<file path="config.mk">
export PLATFORM = sky130hd
export DESIGN_NAME = fsm_cmd_sequencer_flat
export DESIGN_NICKNAME = d
export VERILOG_FILES = /design/src/rtl/fsm_cmd_sequencer_if.sv /design/src/rtl/fsm_cmd_sequencer.sv /design/src/flat_wrapper.sv
export SDC_FILE = /design/constraint.sdc
export NUM_CORES = 1
export LEC_CHECK = 0
export CORE_MARGIN = 5
export CORE_UTILIZATION = 35
export CTS_CLUSTER_DIAMETER = 50
export DETAILED_ROUTE_END_ITERATION = 10
export PLACE_DENSITY_LB_ADDON = 0.05
export SLEW_MARGIN = 20
export SYNTH_ARGS = -nofsm -noshare
export SYNTH_HDL_FRONTEND = slang
export SYNTH_SLANG_ARGS = --single-unit
export TNS_END_PERCENT = 20
</file>
<file path="constraint.sdc">
create_clock -name clk -period 2.5 [get_ports clk]
set_input_delay 0.75 -clock clk [delete_from_list [all_inputs] [get_ports clk]]
set_output_delay 0.75 -clock clk [all_outputs]
set_load 0.01 [all_outputs]
</file>
<file path="src/rtl/fsm_cmd_sequencer_if.sv">
// fsm_cmd_sequencer_if: requester handshake, target command/status and response bundle for fsm_cmd_sequencer
interface fsm_cmd_sequencer_if;
  logic       req_valid;
  logic [2:0] req_cmd;
  logic       req_ready;
  logic [2:0] cmd_out;
  logic       cmd_strobe;
  logic [2:0] status_in;
  logic       rsp_valid;
  logic [1:0] rsp_state;
  logic [1:0] rsp_err;
  modport master (
    input  req_valid, req_cmd, status_in,
    output req_ready, cmd_out, cmd_strobe, rsp_valid, rsp_state, rsp_err
  );
  modport slave (
    output req_valid, req_cmd, status_in,
    input  req_ready, cmd_out, cmd_strobe, rsp_valid, rsp_state, rsp_err
  );
endinterface

</file>
<file path="src/rtl/fsm_cmd_sequencer.sv">
// fsm_cmd_sequencer: issues a 3-bit command, waits for the expected status with timeout/retry, one response per request; FSM_CMD_FILTER_EN rejects commands 6/7
module fsm_cmd_sequencer #(
  parameter int unsigned TIMEOUT_CYCLES = 15,
  parameter int unsigned MAX_RETRIES    = 2
) (
  input logic                 clk,
  input logic                 rst,
  fsm_cmd_sequencer_if.master bus
);
  typedef enum logic [1:0] {IDLE = 2'd0, ISSUE = 2'd1, WAIT = 2'd2, RESP = 2'd3} state_t;
  state_t     state;
  logic [2:0] cmd_q;
  logic [7:0] tcnt;
  logic [2:0] rcnt;
  logic [1:0] exp_state;
  logic       exp_ok;
  logic       match;
  logic       last;
  logic       retry;
  logic       done;
  logic [1:0] done_err;
  logic       reject;
`ifdef FSM_CMD_FILTER_EN
  assign reject = bus.req_cmd[2:1] == 2'b11;
`else
  assign reject = 1'b0;
`endif
  always_comb begin
    exp_state = cmd_q[2] ? (cmd_q[0] ? 2'h1 : 2'h2) : 2'h3;
    exp_ok    = cmd_q[2:1] != 2'b11;
    match     = exp_ok ? bus.status_in[1:0] == exp_state : 1'b1;
    last      = rcnt == 3'(MAX_RETRIES);
    retry     = !last && tcnt == 8'(TIMEOUT_CYCLES - 1);
    done      = !bus.status_in[2] || match || (last && tcnt == 8'(TIMEOUT_CYCLES));
    done_err  = !bus.status_in[2] ? 2'b11 : match ? 2'b00 : 2'b10;
  end
  always_ff @(posedge clk or posedge rst) begin
    if (rst) begin
      state          <= IDLE;
      cmd_q          <= 3'h0;
      tcnt           <= 8'h0;
      rcnt           <= 3'h0;
      bus.req_ready  <= 1'b1;
      bus.cmd_out    <= 3'h0;
      bus.cmd_strobe <= 1'b0;
      bus.rsp_valid  <= 1'b0;
      bus.rsp_state  <= 2'h0;
      bus.rsp_err    <= 2'h0;
    end else begin
      case (state)
        IDLE: begin
          rcnt <= 3'h0;
          if (bus.req_valid) begin
            cmd_q         <= bus.req_cmd;
            bus.req_ready <= 1'b0;
            if (reject) begin
              state         <= RESP;
              bus.rsp_valid <= 1'b1;
              bus.rsp_err   <= 2'b01;
              bus.rsp_state <= bus.status_in[1:0];
            end else begin
              state          <= ISSUE;
              bus.cmd_out    <= bus.req_cmd;
              bus.cmd_strobe <= 1'b1;
            end
          end
        end
        ISSUE: begin
          bus.cmd_strobe <= 1'b0;
          tcnt           <= 8'h0;
          state          <= WAIT;
        end
        WAIT: begin
          if (done) begin
            state         <= RESP;
            bus.rsp_valid <= 1'b1;
            bus.rsp_err   <= done_err;
            bus.rsp_state <= bus.status_in[1:0];
          end else if (retry) begin
            state          <= ISSUE;
            bus.cmd_out    <= cmd_q;
            bus.cmd_strobe <= 1'b1;
            rcnt           <= rcnt + 3'h1;
          end else if (tcnt != 8'hff) begin
            tcnt <= tcnt + 8'h1;
          end
        end
        RESP: begin
          bus.rsp_valid <= 1'b0;
          bus.req_ready <= 1'b1;
          state         <= IDLE;
        end
        default: begin
          state          <= IDLE;
          cmd_q          <= 3'h0;
          tcnt           <= 8'h0;
          rcnt           <= 3'h0;
          bus.req_ready  <= 1'b1;
          bus.cmd_out    <= 3'h0;
          bus.cmd_strobe <= 1'b0;
          bus.rsp_valid  <= 1'b0;
          bus.rsp_state  <= 2'h0;
          bus.rsp_err    <= 2'h0;
        end
      endcase
    end
  end
endmodule
</file>
<file path="src/flat_wrapper.sv">
// flat-port wrapper written by rule: the top's interface ports become plain ports
module fsm_cmd_sequencer_flat 
#(
  parameter int unsigned TIMEOUT_CYCLES = 15,
  parameter int unsigned MAX_RETRIES    = 2
)
  (clk, rst, bus_req_valid, bus_req_cmd, bus_status_in, bus_req_ready, bus_cmd_out, bus_cmd_strobe, bus_rsp_valid, bus_rsp_state, bus_rsp_err);
  fsm_cmd_sequencer_if bus_i ();
  input logic clk;
  input logic rst;
  input wire logic [$bits(bus_i.req_valid)-1:0] bus_req_valid;
  input wire logic [$bits(bus_i.req_cmd)-1:0] bus_req_cmd;
  input wire logic [$bits(bus_i.status_in)-1:0] bus_status_in;
  output wire logic [$bits(bus_i.req_ready)-1:0] bus_req_ready;
  output wire logic [$bits(bus_i.cmd_out)-1:0] bus_cmd_out;
  output wire logic [$bits(bus_i.cmd_strobe)-1:0] bus_cmd_strobe;
  output wire logic [$bits(bus_i.rsp_valid)-1:0] bus_rsp_valid;
  output wire logic [$bits(bus_i.rsp_state)-1:0] bus_rsp_state;
  output wire logic [$bits(bus_i.rsp_err)-1:0] bus_rsp_err;
  assign bus_i.req_valid = bus_req_valid;
  assign bus_i.req_cmd = bus_req_cmd;
  assign bus_i.status_in = bus_status_in;
  assign bus_req_ready = bus_i.req_ready;
  assign bus_cmd_out = bus_i.cmd_out;
  assign bus_cmd_strobe = bus_i.cmd_strobe;
  assign bus_rsp_valid = bus_i.rsp_valid;
  assign bus_rsp_state = bus_i.rsp_state;
  assign bus_rsp_err = bus_i.rsp_err;
  fsm_cmd_sequencer #(.TIMEOUT_CYCLES(TIMEOUT_CYCLES), .MAX_RETRIES(MAX_RETRIES)) u_core (.clk(clk), .rst(rst), .bus(bus_i));
endmodule
</file>
# ---- After elaboration in Yosys (flattened, before gate mapping)
# Index checks and enable logic that the tools add are counted.
dict set report classes {
  add_sub_neg 2
  mux 28
  n_eq_ne 16
  n_reduce_logical 21
}
# op count
set ops {}
lappend ops {{$mux 8} 3}
lappend ops {{$eq 8x4->1 const B} 2}
lappend ops {{$pmux 8 s2} 1}
lappend ops {{$mux 3} 5}
lappend ops {{$mux 2} 7}
lappend ops {{$pmux 3 s2} 2}
lappend ops {{$reduce_and 4->1} 3}
lappend ops {{$reduce_and 2->1} 5}
lappend ops {{$add 8x1->8 const B} 1}
lappend ops {{$ne 2x2->1 const B} 4}
lappend ops {{$ne 8x8->1 const B} 1}
lappend ops {{$pmux 2 s4} 1}
lappend ops {{$reduce_bool 2->1} 4}
lappend ops {{$mux 1} 6}
lappend ops {{$ne 2x1->1 const B} 3}
lappend ops {{$eq 2x2->1 const B} 2}
lappend ops {{$pmux 1 s2} 2}
lappend ops {{$add 3x1->3 const B} 1}
lappend ops {{$eq 3x2->1 const B} 1}
lappend ops {{$ne 3x1->1 const B} 1}
lappend ops {{$pmux 1 s3} 1}
lappend ops {{$reduce_and 3->1} 1}
lappend ops {{$reduce_bool 3->1} 1}
lappend ops {{$eq 2x1->1 const B} 1}
lappend ops {{other kinds (5)} 8}
dict set report word_totals {
  out_inout_bits 10
  elab_cells 77
  ff_bits 26
}

# ---- Depth between registers and ports, before layout
# Gate-level depths: netlist of the first run.
dict set report depth {
  word_depth 8
  mapped_depth 9
  mapped_depth_nobuf 7
}

# ---- Least setup slack after synthesis of the first run
# Ideal clock, no wire load.
dict set report synth_path {
  kind {input-to-reg}
  startpoint {input port bus_status_in[1]}
  endpoint {register u_core.tcnt[2]}
  slack_ns 0.196
  setup_ns 0.126
  path_stages 6
  arrival_ns 2.178
  required_ns 2.374
  cell_sequence {and3b_1 > o21ai_0 > nand4_1 > or2_2 > clkbuf_1 > a311o_1}
}
dict set report synth_between {
  elab_chain_cells 6
}
# element line_no
set synth_lines {}
lappend synth_lines {{start: declaration} flat_wrapper.sv:13} ;# input wire logic [$bits(bus_i.status_in)-1:0] bus_status_in;
lappend synth_lines {{$eq 2x2->1} fsm_cmd_sequencer.sv:31} ;# match = exp_ok ? bus.status_in[1:0] == exp_state : 1'b1;
lappend synth_lines {{$mux 1} fsm_cmd_sequencer.sv:31}
lappend synth_lines {{$logic_or 1x1->1 (2 in a row)} fsm_cmd_sequencer.sv:34} ;# done = !bus.status_in[2] || match || (last && tcnt == 8'(TIMEOUT_CYCLES));
lappend synth_lines {{$ne 2x2->1 (no source line)} n/a}
lappend synth_lines {{$reduce_and 4->1 (no source line)} n/a}
lappend synth_lines {{end signal: assignment} fsm_cmd_sequencer.sv:85} ;# tcnt <= tcnt + 8'h1;
lappend synth_lines {{end: declaration} fsm_cmd_sequencer.sv:13} ;# logic [7:0] tcnt;
# No other way between the ends.
# A chain may end at the register's enable or synchronous reset.

# ---- Worst setup path after layout of the first run
dict set report layout_path {
  startpoint {input port bus_status_in[1]}
  endpoint {register u_core.rcnt[2]}
}
dict set report layout_between {
  elab_chain_cells 6
}
# element line_no
set layout_lines {}
lappend layout_lines {{$eq 2x2->1} fsm_cmd_sequencer.sv:31}
lappend layout_lines {{$mux 1} fsm_cmd_sequencer.sv:31}
lappend layout_lines {{$logic_or 1x1->1 (2 in a row)} fsm_cmd_sequencer.sv:34}
lappend layout_lines {{$ne 2x2->1 (no source line)} n/a}
lappend layout_lines {{$reduce_and 3->1 (no source line)} n/a}
lappend layout_lines {{end signal: assignment} fsm_cmd_sequencer.sv:83} ;# rcnt <= rcnt + 3'h1;
lappend layout_lines {{end: declaration} fsm_cmd_sequencer.sv:14} ;# logic [2:0] rcnt;
# No other way between the ends.

==> reports/metrics.sh, run 1 <==
ROUTED-VIA-COUNT=1299
FLOORPLAN.DIE_AREA_SQ_MM=0.00542
AVGVIACOUNTPERCELL=5.53
CTS_MAX_PATH_BUFFERS=2
SYNTHMUXAREASHARE_PCT=5.38
ASYNC_RESET_FF_SHARE_PCT=100
GATE_COUNT_OF_THE_MAPPED_NETLIST=149
SETUP_REPAIR_AFTER_GLOBAL_ROUTING_MISSED_ITS_MARGIN='no'
SETUP_CRIT_PATH_KIND='in2reg'
FINAL_CORE_UTIL_PCT=47.3
CELLS_ON_WORST_REG2REG_PATH=5
GLOBAL_ROUTE_TOTAL_USAGE_ACROSS_EVERY_LAYER_PCT=14.6
CTSHOLDBUFFERS=0
CLKSINKCOUNT=26
TIMING.SLEW.HEADROOM_PCT=78.6
FP.COREAREA_SQ_MM=0.00397
DRT-WIRELENGTH-PER-CELL_UM=15.4
MAPPEDNETLISTNETS=162
TIMING.CRITICAL_PATH.FROM_TYPE='primary input'
YOSYS-TOP-CELLS-AREA='sky130_fd_sc_hd__dfrtp_1 44%, sky130_fd_sc_hd__mux2_2 4.0%, sky130_fd_sc_hd__ha_1 3.5%'
FIN_CRIT_SH_PCT=95.2
SYNTH_TOP_FAMILY_BY_AREA='simple AND/OR/NAND/NOR gates'
VDD_IR_DROP_MAX_mV=0.466
SYNTH.MOST_COMMON_CELL='sky130_fd_sc_hd__dfrtp_1'
FINALWIRELENGTH_UM=3620
TOP_AREA_CELL_TYPE_SHARE_OF_THE_NETLIST_AREA_PCT=44.1
DR.FIRST_ITER.DRC_COUNT=88
GRT_MAX_DEGREE=27
LEAKAGEPOWER_uW=0.000802
WORST_SLACK_AFTER_DETAILED_PLACEMENT_PS=-180
CRITICAL_PATH_DATA_REQUIRED_TIME_PS=2720
MAX-CAP-VIOLATIONS=0
PLACED_CELLS=231
CELLPOWERDENSITY_mW_PER_MM2=1010
IO_BUFFERS=18
POST-CTS-SETUP-BUFFERS=0
WORSTPATHMAXFANOUT=4
IO-PIN-COUNT=19
SYNTH_XOR_XNOR_AREA_SHARE_PCT=0
GRT_PASS1_WL_UM=6220
FINAL_CRITICAL_PATH_SETUP_SLACK_PS=120
TIMING.FINAL.CRIT_PERIOD_PS=2380
SYNTH.YOSYS.SEQ_AREA_SHARE_PCT=46.0
DRT_FIRST_PASS_ITERS=4
LAYOUT-AREA-OVERHEAD-VS-SYNTH_PCT=32.4
SYNTH_COMPOUND_AREA_SHARE_PCT=19.9
INITIAL_STANDARD_CELL_UTILIZATION_OF_THE_CORE_PCT=35.7
WORST_HOLD_SLACK_PS=504
NUMBER_OF_GLOBAL_ROUTE_VIAS_BEFORE_REPAIR=1322
CTS_INSERTED_BUFFERS=3
CLK_PIN_SLEW_WORST_PATHS_PS=90
NFILLCELLS=382
POST_SYNTH_NUM_CELL_TYPES=42
SYNTH-SIMPLE-AREA-SHARE_PCT=21.4
SYNTH_ENABLE_FLOP_CELLS=0
TRITONCTS_CLOCK_TREE='built'
SYNTH.TOP_CELLS.BY_COUNT='25 x sky130_fd_sc_hd__dfrtp_1, 13 x sky130_fd_sc_hd__nand2_1, 12 x sky130_fd_sc_hd__nor2_1'
DRC=0
DIE_WIDTH_UM=73.6
YS_SEQ_ELEMENTS=26
SHARE_OF_POST_ROUTE_CELLS_WITH_DRIVE_STRENGTH_ABOVE_1_PCT=18.4
GLOBALROUTEOVERFLOWTOTAL=0
CTS-HTREE-LEVELS=1
DP_HPWL_UM=2720
SEQUENTIAL_CELL_AREA_SQ_UM=652
SYNTH_FA_HA_AREA_SHARE_PCT=3.53
REPORT.FINAL.SLEW_VIOL_COUNT=0
POSTROUTEANTENNANETS=0
HOLD_VIOLATIONS=0
FINAL_NET_COUNT=199
CLK_ROOT_BUFFER_CELL='sky130_fd_sc_hd__clkbuf_8'
SYNTH_AREA_SQ_MM=0.00142
WORST_SETUP_PATH_END_KIND='register'
GP_CONGESTION=0.850
FMAX_GHz=0.420
STD_CELL_ROWS=23
STATUS='completed'
SETUP_VIOL=0
FP.DIEH_UM=73.6
TIMING_WORST_SLEW_PIN_VALUE_PS=321
CLOCK_SKEW_PS=1.67
SYN_AVG_CELL_AREA_SQ_UM=9.51
CLOCK_LATENCY_PS=270
STDCELL_COUNT=235
SYNTHFLOPTYPE='sky130_fd_sc_hd__dfrtp_1'
NETLIST.TOP_CELL.BY_AREA='sky130_fd_sc_hd__dfrtp_1'
GRT_ANTENNA_BEFORE_REPAIR=0
POST_CTS_RESIZE_COUNT=0
FINALPOWER_uW=1900
AREA_OCCUPIED_BY_MULTI_INPUT_GATES_SQ_UM=714
MIN_DELAY_PATH_DEPTH=2
HOLD_PATH.CLASS='reg2reg'
ANTENNA_CELLS_INSERTED=0
SYNTH-WARNING-COUNT=0
WORST_EP_ARRIVAL_TIME_PS=2600
[where the power goes]
group	internal (uW)	total, uW	switching (uW)
sequential	566	667	101
combinational	442	881	439
clock	214	354	139
total	1220	1900	679
[state kept, by name, indices dropped and copies added, names as in the netlist]
name / flops
u_core.tcnt: 8
u_core.bus.rsp_err: 2
u_core.bus.cmd_strobe: 1
u_core.bus.req_ready: 1
u_core.bus.rsp_valid: 1
u_core.bus.cmd_out: 3
u_core.bus.rsp_state: 2
u_core.state: 2
u_core.rcnt: 3
u_core.cmd_q: 3
[metal layers]
metal / wire length, um / vias up / GRT usage (%)
met1: 1650 / 631 / 19.0
met2: 1750 / 36 / 24.8
met5: 0 / - / 0
met4: 40 / 0 / 3.22
met3: 177 / 4 / 3.28
li1: - / 628 / -
[cell families after synthesis]
logic type / Yosys count
AO/OA/AOI/OAI: 41
AND/OR/NAND/NOR: 57
flip-flops: 26
adder cells (fa/ha/maj): 4
multiplexers: 7
buffers and inverters: 14
[metrics by stage]
stage	area [sq um]	setup TNS (ps)
CTS	1870	0
global placement	1800	-2040
floorplan	1420	0
detailed placement	1800	-2040
finish	1880	0
global route	1880	0
[path summary, 6_finish.rpt]
check,start,end,slack [ps]
max,bus_status_in[1],u_core.rcnt[2],120
min,u_core.bus.req_ready,u_core.bus.req_ready,500
max reg2reg,u_core.tcnt[4],u_core.rcnt[2],130
min reg2reg,u_core.bus.req_ready,u_core.bus.req_ready,500
max in group asynchronous,rst,u_core.bus.req_ready,1470
min in group asynchronous,rst,u_core.bus.rsp_err[1],800
[cell usage in the layout, fill, tap and decap left out, drive strengths merged, types with 3 or more instances in the layout]
| cell type | count |
|---|---|
| dfrtp | 25 |
| buf | 21 |
| clkdlybuf4s50 | 18 |
| nand2 | 13 |
| nor2 | 12 |
| a21oi | 8 |
| o21ai | 8 |
| inv | 7 |
| o211ai | 6 |
| mux2 | 5 |
| nand2b | 4 |
| nand3 | 4 |
| nor4 | 4 |
| o22ai | 4 |
| ha | 4 |
| nand4 | 3 |
| a2bb2oi | 3 |
| clkbuf | 3 |
[worst max-delay path, stage by stage]
cell                              delay, ps
sky130_fd_sc_hd__clkdlybuf4s50_1        490
sky130_fd_sc_hd__and3b_1                170
sky130_fd_sc_hd__o21ai_0                200
sky130_fd_sc_hd__buf_4                  160
sky130_fd_sc_hd__nand4_1                210
sky130_fd_sc_hd__or4_1                  520
sky130_fd_sc_hd__nand3_1                 90
[cell type report]
class,instances,share of cell area (%)
clock inverter,1,1.60
clock buffer,3,2.20
inverter,7,1.40
tap,50,3.33
timing repair buffer,39,18.7
multi-input combinational,109,38.1
sequential,26,34.7
Note: power is estimated with default switching activity, not from simulation.
==> inputs of run 2 (changes only) <==
--- a/config.mk
+++ b/config.mk
@@ -5,6 +5,7 @@
 export SDC_FILE = /design/constraint.sdc
 export NUM_CORES = 1
 export LEC_CHECK = 0
+export ABC_AREA = 1
 export CORE_MARGIN = 5
 export CORE_UTILIZATION = 35
 export CTS_CLUSTER_DIAMETER = 50
==> reports/metrics.sh, run 2 <==
WORST_EP_ARRIVAL_TIME_PS=1340  # -1260 ps
DR.FIRST_ITER.DRC_COUNT=34  # -61%
CRITICAL_PATH_DATA_REQUIRED_TIME_PS=1750  # -970 ps
SYNTH.MOST_COMMON_CELL='sky130_fd_sc_hd__nand2_1'
POSTROUTEANTENNANETS=0  # unchanged
STATUS='completed'
WORST-PATH-STAGES=1  # -6
PATH_CELLS='clkdlybuf4s50_1'
SYNTHFLOPTYPE='sky130_fd_sc_hd__dfrtp_1'
TIMING.CRITICAL_PATH.FROM_TYPE='register'
GRT_MAX_DEGREE=27  # unchanged
WORST_SETUP_PATH_END_KIND='output port'
LEAKAGEPOWER_uW=0.000841  # +4.9%
SETUP_CRIT_PATH_KIND='reg2out'
CTS_MAX_PATH_BUFFERS=2  # unchanged
SYN_AVG_CELL_AREA_SQ_UM=7.87  # -17%
CLOCK_SKEW_PS=3.45  # +1.78 ps
HOLD_VIOLATIONS=0  # unchanged
CP.BUFFERS_INVERTERS=1  # -1
P_INT_uW=1070  # -13%
CLK_ROOT_BUFFER_CELL='sky130_fd_sc_hd__clkbuf_8'
P_SWITCHING_uW=750  # +11%
SYNTH.TOP_CELLS.BY_COUNT='57 x sky130_fd_sc_hd__nand2_1, 25 x sky130_fd_sc_hd__dfrtp_1, 18 x sky130_fd_sc_hd__nand3_1'
PWR-SHARE-SEQ_PCT=38.2  # +3.1 points
GLOBALROUTEOVERFLOWTOTAL=0  # unchanged
YOSYS-TOP-CELLS-AREA='sky130_fd_sc_hd__dfrtp_1 43%, sky130_fd_sc_hd__nand2_1 15%, sky130_fd_sc_hd__nand3_1 6.2%'
FINAL_NET_COUNT=220  # +11%
SUM_OF_NEGATIVE_SETUP_SLACK_PS=0  # unchanged
LARGEST_REGISTER_FF_COUNT=8  # unchanged
SETUP_REPAIR_AFTER_GLOBAL_ROUTING_MISSED_ITS_MARGIN='no'
DRT_FIRST_PASS_ITERS=4  # unchanged
GRT_ANTENNA_BEFORE_REPAIR=0  # unchanged
FINAL_COMMON_CELL='sky130_fd_sc_hd__nand2_1'
FLOORPLAN.DIE_AREA_SQ_MM=0.00552  # +1.8%
POWER.SHARE.COMBINATIONAL_PCT=46.5  # +0.2 points
MIN_DELAY_PATH_DEPTH=2  # unchanged
SETUP_VIOL=0  # unchanged
WORST_HOLD_SLACK_PS=479  # -24.8 ps
ANTENNA_CELLS_INSERTED=0  # unchanged
IO-PIN-COUNT=19  # unchanged
INITIAL_STANDARD_CELL_UTILIZATION_OF_THE_CORE_PCT=36.2  # +0.49 points
SYNTH_ENABLE_FLOP_CELLS=0  # unchanged
FP.DIEH_UM=74.3  # +0.91%
POST_SYNTH_NUM_CELL_TYPES=26  # -38%
ROUTED-VIA-COUNT=1239  # -4.6%
TIMING_WORST_SLEW_PIN_VALUE_PS=390  # +68.8 ps
CP_TOP_FAMILY='flip-flops'
REPORT.FINAL.SLEW_VIOL_COUNT=0  # unchanged
CELLPOWERDENSITY_mW_PER_MM2=1040  # +2.5%
PLACED_CELLS=252  # +9.1%
MAX_FLOP_REGISTER='u_core.tcnt'
TOP_AREA_CELL_TYPE_SHARE_OF_THE_NETLIST_AREA_PCT=43.2  # -0.92 points
DP_HPWL_UM=2360  # -13%
STD_CELL_ROWS=23  # unchanged
MAPPEDNETLISTNETS=197  # +22%
PWR-SHARE-CLK_PCT=15.3  # -3.3 points
POST_CTS_RESIZE_COUNT=0  # unchanged
DIE_WIDTH_UM=74.3  # +0.91%
VDD_IR_DROP_MAX_mV=0.262  # -44%
DRT-WIRELENGTH-PER-CELL_UM=12.3  # -20%
PROPORTION_OF_TOTAL_POWER_DUE_TO_NET_SWITCHING_PCT=41.3  # +5.6 points
GP_CONGESTION=0.794  # -6.5%
CLK_PIN_SLEW_WORST_PATHS_PS=90  # about the same
GROUTE.LAYER.MET1.USAGE_PCT=14.9  # -4.1 points
TIMING.FINAL.CRIT_PERIOD_PS=2090  # -291 ps
DRC=0  # unchanged
CTS-HTREE-LEVELS=1  # unchanged
NUMBER_OF_GLOBAL_ROUTE_VIAS_BEFORE_REPAIR=1194  # -9.7%
TRITONCTS_CLOCK_TREE='built'
CLKSINKCOUNT=26  # unchanged
POST-CTS-SETUP-BUFFERS=0  # unchanged
GRTUSAGEMET2_PCT=23.6  # -1.2 points
SHARE_OF_POST_ROUTE_CELLS_WITH_DRIVE_STRENGTH_ABOVE_1_PCT=10.2  # -8.2 points
HOLD_PATH.CLASS='reg2reg'
MAX-CAP-VIOLATIONS=0  # unchanged
CTS_INSERTED_BUFFERS=3  # unchanged
GLOBAL_ROUTE_TOTAL_USAGE_ACROSS_EVERY_LAYER_PCT=12.7  # -1.9 points
SYNTH.YOSYS.SEQ_AREA_SHARE_PCT=45.0  # -0.95 points
GATE_COUNT_OF_THE_MAPPED_NETLIST=184  # +23%
CRIT_PATH_MAX_INCR_DELAY_PS=540  # +20 ps
TIMING.SLEW.HEADROOM_PCT=73.9  # -4.6 points
CP_MAX_DELAY_CELL='sky130_fd_sc_hd__dfstp_2'
ASYNC_RESET_FF_SHARE_PCT=100  # unchanged
WORSTPATHMAXFANOUT=2  # -2
USE_MET3_PCT=1.89  # -1.4 points
AVGVIACOUNTPERCELL=4.84  # -12%
IO_BUFFERS=18  # unchanged
CLOCK_LATENCY_PS=270  # about the same
FINALWIRELENGTH_UM=3160  # -13%
GRT_MOST_USED_LAYER='met2'
GRT_PASS1_WL_UM=5380  # -14%
YS_SEQ_ELEMENTS=26  # unchanged
STDCELL_COUNT=256  # +8.9%
SYNTH_AREA_SQ_MM=0.00145  # +2.1%
NETLIST.TOP_CELL.BY_AREA='sky130_fd_sc_hd__dfrtp_1'
CTSHOLDBUFFERS=0  # unchanged
LAYOUT-AREA-OVERHEAD-VS-SYNTH_PCT=20.7
FP.COREAREA_SQ_MM=0.00400  # +0.72%
SYNTH-WARNING-COUNT=0  # unchanged
COMMONEST_NON_FILL_NON_TAP_CELLS_IN_THE_LAYOUT='57 x sky130_fd_sc_hd__nand2_1, 25 x sky130_fd_sc_hd__dfrtp_1, 18 x sky130_fd_sc_hd__nand3_1, 18 x sky130_fd_sc_hd__clkdlybuf4s50_1, 16 x sky130_fd_sc_hd__inv_1'
CELLS_ON_WORST_REG2REG_PATH=9  # +4
FMAX_GHz=0.479  # +14%
FIN_CRIT_SH_PCT=83.6  # -12 points
FINAL_CORE_UTIL_PCT=43.7  # -3.6 points
[run 2: changes by cell type in the layout (fill, tap and decap cells not counted), moves of 5 or more]
cell	before	now
sky130_fd_sc_hd__inv_1	7	16
sky130_fd_sc_hd__nand2_1	13	57
sky130_fd_sc_hd__nand3_1	4	18
sky130_fd_sc_hd__o211ai_1	6	0
sky130_fd_sc_hd__o21ai_0	7	13
sky130_fd_sc_hd__buf_4	20	3
sky130_fd_sc_hd__mux2_2	5	0
sky130_fd_sc_hd__inv_2	0	5
[run 2: path summary, 6_finish.rpt]
kind / from / end / slack [ps]
min in group asynchronous: rst / u_core.tcnt[1] / 840
setup reg to reg: u_core.tcnt[0] / u_core.bus.cmd_out[0] / 740
max in group asynchronous: rst / u_core.bus.req_ready / 1360
hold reg to reg: u_core.bus.req_ready / u_core.bus.req_ready / 480
hold / removal: u_core.bus.req_ready / u_core.bus.req_ready / 480
setup / recovery: u_core.bus.req_ready / bus_req_ready / 410
[run 2: cells by family (layout without fill, tap and decap cells)]
kind of cell | after synthesis | count (layout) | synth area share [%]
AOI/OAI and AO/OA | 24 | 24 | 10.0
xor gates and xnor gates | 2 | 2 | 1.21
adders and majority gates | 4 | 4 | 3.46
buffers and inverters | 24 | 46 | 6.83
DFF | 26 | 26 | 45.0
and+or+nand+nor | 104 | 104 | 33.4
[run 2: stage by stage]
stage | instance area, sq um | setup WS (ps) | total power (uW)
finish | 1750 | 411 | 1820
global route | 1750 | 288 | 1980
CTS | 1750 | 396 | 1850
detailed placement | 1690 | 144 | 1570
global placement | 1690 | 186 | 1560
floorplan | 1450 | 803 | 1240
[run 2: routing by layer]
metal | vias up | routed length [um]
met1 | 571 | 1410
li1 | 641 | -
met3 | 5 | 123
met2 | 22 | 1590
met4 | 0 | 44
met5 | - | 0
[run 2: power by group through the flow]
stage                     combinational [uW]  sequential, uW  clock, uW
after detailed placement                 862             705          0
after CTS                                867             697        291
final                                    844             693        278
after global routing                     954             718        306
after floorplan                          546             699          0
after global placement                   856             700          0
[run 2: area by class of cell]
| type | count | area (sq um) |
|---|---|---|
| Multi-Input combinational cell | 134 | 697 |
| Timing Repair Buffer | 21 | 203 |
| Inverter | 21 | 78.8 |
| Fill cell | 411 | 2250 |
| Tap cell | 50 | 62.6 |
| Clock buffer | 4 | 55.1 |
| Sequential cell | 26 | 652 |
